**src/rtl/wb_master_if.sv**
```systemverilog
// Wishbone master bridge for one pipeline memory port, with bus error, watchdog and flush draining.
// Optional read-reuse buffer enabled by defining WB_MASTER_RDBUF_REUSE_EN.
module wb_master_if #(
  parameter int AW        = 32,
  parameter int DW        = 32,
  parameter int SW        = DW / 8,
  parameter int STALL_W   = 6,
  parameter int STALL_IDX = 3,
  parameter int TIMEOUT   = 255
) (
  input  logic               clk,
  input  logic               rst,
  input  logic [STALL_W-1:0] stall_i,
  input  logic               flush_i,
  input  logic               cpu_ce_i,
  input  logic               cpu_we_i,
  input  logic [AW-1:0]      cpu_addr_i,
  input  logic [DW-1:0]      cpu_data_i,
  input  logic [SW-1:0]      cpu_sel_i,
  output logic [DW-1:0]      cpu_data_o,
  output logic               stallreq,
  output logic               bus_err_o,
  input  logic [DW-1:0]      wishbone_data_i,
  input  logic               wishbone_ack_i,
  input  logic               wishbone_err_i,
  output logic [AW-1:0]      wishbone_addr_o,
  output logic [DW-1:0]      wishbone_data_o,
  output logic               wishbone_we_o,
  output logic [SW-1:0]      wishbone_sel_o,
  output logic               wishbone_stb_o,
  output logic               wishbone_cyc_o,
  output logic [1:0]         state_o
);

  typedef enum logic [1:0] {
    S_IDLE  = 2'd0,
    S_BUSY  = 2'd1,
    S_HOLD  = 2'd2,
    S_DRAIN = 2'd3
  } state_e;

  localparam int CW        = (TIMEOUT < 2) ? 1 : $clog2(TIMEOUT);
  localparam int TO_LAST_I = (TIMEOUT == 0) ? 0 : TIMEOUT - 1;
  localparam logic [CW-1:0] TO_LAST = TO_LAST_I[CW-1:0];

  state_e          state_q, state_d;
  logic [AW-1:0]   addr_q, addr_d;
  logic [DW-1:0]   wdata_q, wdata_d;
  logic            we_q, we_d;
  logic [SW-1:0]   sel_q, sel_d;
  logic            cyc_q, cyc_d;
  logic [CW-1:0]   cnt_q, cnt_d;
  logic [DW-1:0]   rd_buf_q, rd_buf_d;
  logic            err_q, err_d;

  logic active, to_hit, done, err_done, accept, hit, rd_ack;

  assign active   = (state_q == S_BUSY) || (state_q == S_DRAIN);
  assign to_hit   = (TIMEOUT != 0) && (cnt_q == TO_LAST);
  assign done     = active && (wishbone_ack_i || wishbone_err_i || to_hit);
  // Ack wins over a simultaneous err, so an error completion requires !ack.
  assign err_done = done && !wishbone_ack_i;
  assign rd_ack   = (state_q == S_BUSY) && wishbone_ack_i && !we_q;
  assign accept   = (state_q == S_IDLE) && cpu_ce_i && !flush_i && !hit;

`ifdef WB_MASTER_RDBUF_REUSE_EN
  logic [AW-1:0] tag_addr_q;
  logic [SW-1:0] tag_sel_q;
  logic          tag_vld_q;

  // Uncached kseg1 reads always go to the bus.
  assign hit = (state_q == S_IDLE) && cpu_ce_i && !cpu_we_i && !flush_i && tag_vld_q &&
               (cpu_addr_i == tag_addr_q) && (cpu_sel_i == tag_sel_q) &&
               (cpu_addr_i[AW-1:AW-3] != 3'b101);

  always_ff @(posedge clk or posedge rst) begin
    if (rst) begin
      tag_addr_q <= '0;
      tag_sel_q  <= '0;
      tag_vld_q  <= 1'b0;
    end else if (accept && cpu_we_i) begin
      tag_vld_q <= 1'b0;
    end else if (rd_ack) begin
      tag_addr_q <= addr_q;
      tag_sel_q  <= sel_q;
      tag_vld_q  <= 1'b1;
    end else if (err_done) begin
      tag_vld_q <= 1'b0;
    end
  end
`else
  assign hit = 1'b0;
`endif

  always_ff @(posedge clk or posedge rst) begin
    if (rst) begin
      state_q  <= S_IDLE;
      addr_q   <= '0;
      wdata_q  <= '0;
      we_q     <= 1'b0;
      sel_q    <= '0;
      cyc_q    <= 1'b0;
      cnt_q    <= '0;
      rd_buf_q <= '0;
      err_q    <= 1'b0;
    end else begin
      state_q  <= state_d;
      addr_q   <= addr_d;
      wdata_q  <= wdata_d;
      we_q     <= we_d;
      sel_q    <= sel_d;
      cyc_q    <= cyc_d;
      cnt_q    <= cnt_d;
      rd_buf_q <= rd_buf_d;
      err_q    <= err_d;
    end
  end

  always_comb begin
    state_d    = state_q;
    addr_d     = addr_q;
    wdata_d    = wdata_q;
    we_d       = we_q;
    sel_d      = sel_q;
    cyc_d      = cyc_q;
    cnt_d      = cnt_q;
    rd_buf_d   = rd_buf_q;
    err_d      = 1'b0;
    stallreq   = 1'b0;
    cpu_data_o = '0;

    if (active && (cnt_q != {CW{1'b1}})) begin
      cnt_d = cnt_q + 1'b1;
    end

    unique case (state_q)
      S_IDLE: begin
        if (hit) begin
          cpu_data_o = rd_buf_q;
        end else if (accept) begin
          stallreq = 1'b1;
          addr_d   = cpu_addr_i;
          wdata_d  = cpu_data_i;
          we_d     = cpu_we_i;
          sel_d    = cpu_sel_i;
          cyc_d    = 1'b1;
          cnt_d    = '0;
          state_d  = S_BUSY;
        end
      end
      S_BUSY: begin
        stallreq = !done;
        if (done) begin
          cyc_d      = 1'b0;
          we_d       = 1'b0;
          sel_d      = '0;
          err_d      = err_done;
          rd_buf_d   = rd_ack ? wishbone_data_i : '0;
          cpu_data_o = rd_ack ? wishbone_data_i : '0;
          if (flush_i)                 state_d = S_IDLE;
          else if (stall_i[STALL_IDX]) state_d = S_HOLD;
          else                         state_d = S_IDLE;
        end else if (flush_i) begin
          state_d = S_DRAIN;
        end
      end
      // The bus cycle runs to completion; any returned data is dropped.
      S_DRAIN: begin
        stallreq = cpu_ce_i;
        if (done) begin
          cyc_d   = 1'b0;
          we_d    = 1'b0;
          sel_d   = '0;
          err_d   = err_done;
          state_d = S_IDLE;
        end
      end
      S_HOLD: begin
        cpu_data_o = rd_buf_q;
        if (!stall_i[STALL_IDX] || flush_i) state_d = S_IDLE;
      end
      default: state_d = S_IDLE;
    endcase
  end

  assign wishbone_addr_o = addr_q;
  assign wishbone_data_o = wdata_q;
  assign wishbone_we_o   = we_q;
  assign wishbone_sel_o  = sel_q;
  assign wishbone_stb_o  = cyc_q;
  assign wishbone_cyc_o  = cyc_q;
  assign bus_err_o       = err_q;
  assign state_o         = state_q;

endmodule
```
**config.mk**
```make
export PLATFORM = sky130hd
export DESIGN_NAME = wb_master_if
export DESIGN_NICKNAME = d
export VERILOG_FILES = /design/src/rtl/wb_master_if.sv
export SDC_FILE = /design/constraint.sdc
export NUM_CORES = 1
export LEC_CHECK = 0
export BUFFER_PORTS_ARGS = -buffer_cell sky130_fd_sc_hd__buf_2
export CAP_MARGIN = 5
export CORE_MARGIN = 4
export CORE_UTILIZATION = 47
export DETAILED_ROUTE_END_ITERATION = 8
export HOLD_SLACK_MARGIN = 0.12
export PLACE_DENSITY = 0.91
export SLEW_MARGIN = 30
export SYNTH_ARGS = -nofsm -noshare
export SYNTH_HDL_FRONTEND = slang
export SYNTH_SLANG_ARGS = --single-unit
```
**constraint.sdc**
```tcl
create_clock -name clk -period 3.4 [get_ports clk]
set_input_delay 0 -clock clk [delete_from_list [all_inputs] [get_ports clk]]
set_output_delay 0 -clock clk [all_outputs]
set_load 0.01 [all_outputs]
```
==> flow_summary.toml <==
[critical_path]
critPathArrivalTime_ns = 3.67
startpoint_type = "flop"
startpoint = "state_o[0]"
required_ns = 3.78
crit_type = "reg2reg"
r2r_setup_slack_ns = 0.11
worstPathMaxFanout = 16
r2r-start = "state_o[0]"
crit_path_end_kind = "flop"

[timing]
fmax_mhz = 304
setup_viol = 0
relSlewSlack_pct = 47.1
fin_setup_tns_ns = 0
drv_slew = 0
worstMarginPinSlew_ns = 0.794
finalHoldViolations = 0
fin_worst_skew_ns = 0.00849
rsz0062_at_grt = "false"
setup_slack_ns = 0.111
fin_crit_sh_pct = 96.7
period_needed_ns = 3.29

[clocking]
post-cts-setup-buffers = 0
clk_pin_slew_ns = 0.06
cts_sinks = 113
cts_root_buf = "clkbuf_8"
cts_tree = "done"
htreeDepth = 4
clkLatencyLatePin_ns = 0.50
cts_inserted_buffers = 17
clockBufferDepth = 2

[floorplan]
row_count = 37
core_area_mm2 = 0.0103
dieWidth_um = 111
fp.dieArea_mm2 = 0.0123
start_util_pct = 48.2
die_h_um = 111
ios = 220

[layout]
drive_above_1_share_pct = 30.9
final_cell_mix = "buf_2 (214), nand2_1 (194), dlygate4sd3_1 (117)"
nets = 957
mostFrequentLayoutCell = "buf_2"
n_antenna_cell = 0
postLayoutCellArea_mm2 = 0.00793
fillers = 610
final_core_util_pct = 76.9
area_delta_synth_final_pct = 59.5

[power_and_ir_drop]
seq_power_share_pct = 34.5
p_int_mw = 4.35
power_switching_share_pct = 36.3
powerDensity_mw_per_mm2 = 861
p_leak_nw = 4.18
netSwitchingPower_mw = 2.48
ir_drop_mv = 0.723
p_clk_share_pct = 26.8
p_comb_share_pct = 38.7
total_power_mw = 6.83

[route]
avgViaCountPerCell = 5.23
wl_um = 16100
wl_per_cell_um = 16.4
drc = 0
detail-route-antenna-nets = 0
vias = 5156
drt-pass1-iter-count = 5
drt_iter0_markers = 519

[synthesis]
async_flop_share_pct = 100
syn_avg_cell_area_um2 = 9.70
synthMuxAreaShare_pct = 0.302
synth_top_family_by_area = "simple AND/OR/NAND/NOR gates"
netlist_instances = 513
synth_compound_area_share_pct = 15.1
yosysSeqAreaShare_pct = 56.8
synth_cell_types = 42
synth.ff_latch_count = 113
yosys_warnings = 0
synth_fa_ha_area_share_pct = 2.01
synth-main-ff-cell = "dfrtp_1"
syn-cell-area_mm2 = 0.00497
syn_nets = 634
synth-xor-area-share_pct = 0.528
yosys.area_share.simple_pct = 21.7
synth_edf_count = 0

[job]
maxCapViolations = 0

[grt]
grt_pass1_vias = 5349
grt_pass1_wl_um = 26200
grtUsageTotal_pct = 26.1
grt_util_met3_pct = 6.00
use_met1_pct = 29.5
grt_max_degree = 92
grt_busiest_layer = "met2"
grt_overflow_total = 0
use_met2_pct = 45.7
antenna_found_initial = 0

[min_path]
hold_class = "in2reg"
worst_hold_startpoint = "stall_i[3]"

[placement]
place.gp.congestion = 0.858
port_buffers = 214
placedInstanceArea_mm2 = 0.00614
detailedPlace.worstSlack_ns = 1.13
dpl.hpwl_um = 9270

[status]
status = "finished, final reports clean"
-- logic make-up (layout without fill, tap and decap cells) --
family	count (synthesis)	after routing
compound gates	94	94
fa+ha+maj	8	8
mux	1	1
flops	113	113
buf+inv	41	377
simple gates	253	253
xor+xnor	3	3
-- critical path: stages, from the launching register on --
cell and delay, ns:
dfrtp_1 0.42, inv_1 0.25, ha_2 0.44, a22oi_1 0.12, dlygate4sd3_1 0.58, o21ai_0 0.09
dlygate4sd3_1 0.61, a21oi_1 0.08, dlygate4sd3_1 0.57
-- Yosys cell counts, types with 2 or more instances --
cell type    n  area share (%)
nor2b_1     34             4.3
ha_1         8             2.0
a211oi_1     2            0.30
a221oi_1     2            0.35
inv_1        8            0.60
dfrtp_1    113              57
a21oi_1      4            0.40
buf_2       15             1.5
o21ai_0      2            0.20
xnor2_1      2            0.35
nor2_1       8            0.60
clkbuf_1    17             1.3
nand3_1      2            0.20
a22oi_1     34             5.1
nor3_1       3            0.30
nand4_1      2            0.25
a22o_1      37             6.5
nand2_1    196              15
-- per-stage QoR --
| step | std cells | hold WS [ns] |
|---|---|---|
| floorplan | 513 | 0.0735 |
| global placement | 836 | 0.190 |
| detailed placement | 836 | 0.195 |
| CTS | 985 | 0.151 |
| global route | 985 | 0.224 |
| finish | 985 | 0.200 |
-- final cells by class --
cell class / instances / area (um2) / area share, %
Sequential cell: 113 / 2830 / 35.6
Timing Repair Buffer: 337 / 2300 / 29.0
Multi-Input combinational cell: 359 / 1980 / 25.0
Clock buffer: 19 / 432 / 5.44
Clock inverter: 13 / 185 / 2.33
Tap cell: 136 / 170 / 2.14
Inverter: 8 / 35.0 / 0.442
-- power groups by stage --
stage | sequential (mW) | clock (mW) | combinational [mW]
floorplan | 2.48 | 0 | 1.33
global placement | 2.29 | 0 | 2.31
detailed placement | 2.33 | 0 | 2.39
CTS | 2.32 | 1.86 | 2.59
global route | 2.41 | 1.93 | 2.89
finish | 2.35 | 1.83 | 2.65
-- sequential cells by signal, summed over array words and instances, names as in the netlist --
name / flops
wishbone_cyc_o: 1
wishbone_addr_o: 32
rd_buf_q: 32
cnt_q: 8
wishbone_we_o: 1
bus_err_o: 1
wishbone_data_o: 32
wishbone_sel_o: 4
state_o: 2
-- metal layers --
metal	vias to the layer above	wire, um
li1	2372	-
met1	2438	6070
met2	277	8340
met3	69	960
met4	0	758
met5	-	0
-- what timing repair did --
item	4_1_cts	5_1_grt
hold buffers	117	0
endpoints found under the hold margin	195	0
endpoints found under the setup margin	0	1
gates resized for setup	0	1
-- path summary, 6_finish.rpt --
check,to,cells after the start
worst max-delay path,state_o[0],8
worst min-delay path,state_o[1],4
worst max register to register,state_o[0],8
worst min register to register,wishbone_addr_o[23],2
max in group asynchronous,wishbone_data_o[12],4
min in group asynchronous,wishbone_addr_o[5],3
(Power assumes the default switching activity.)
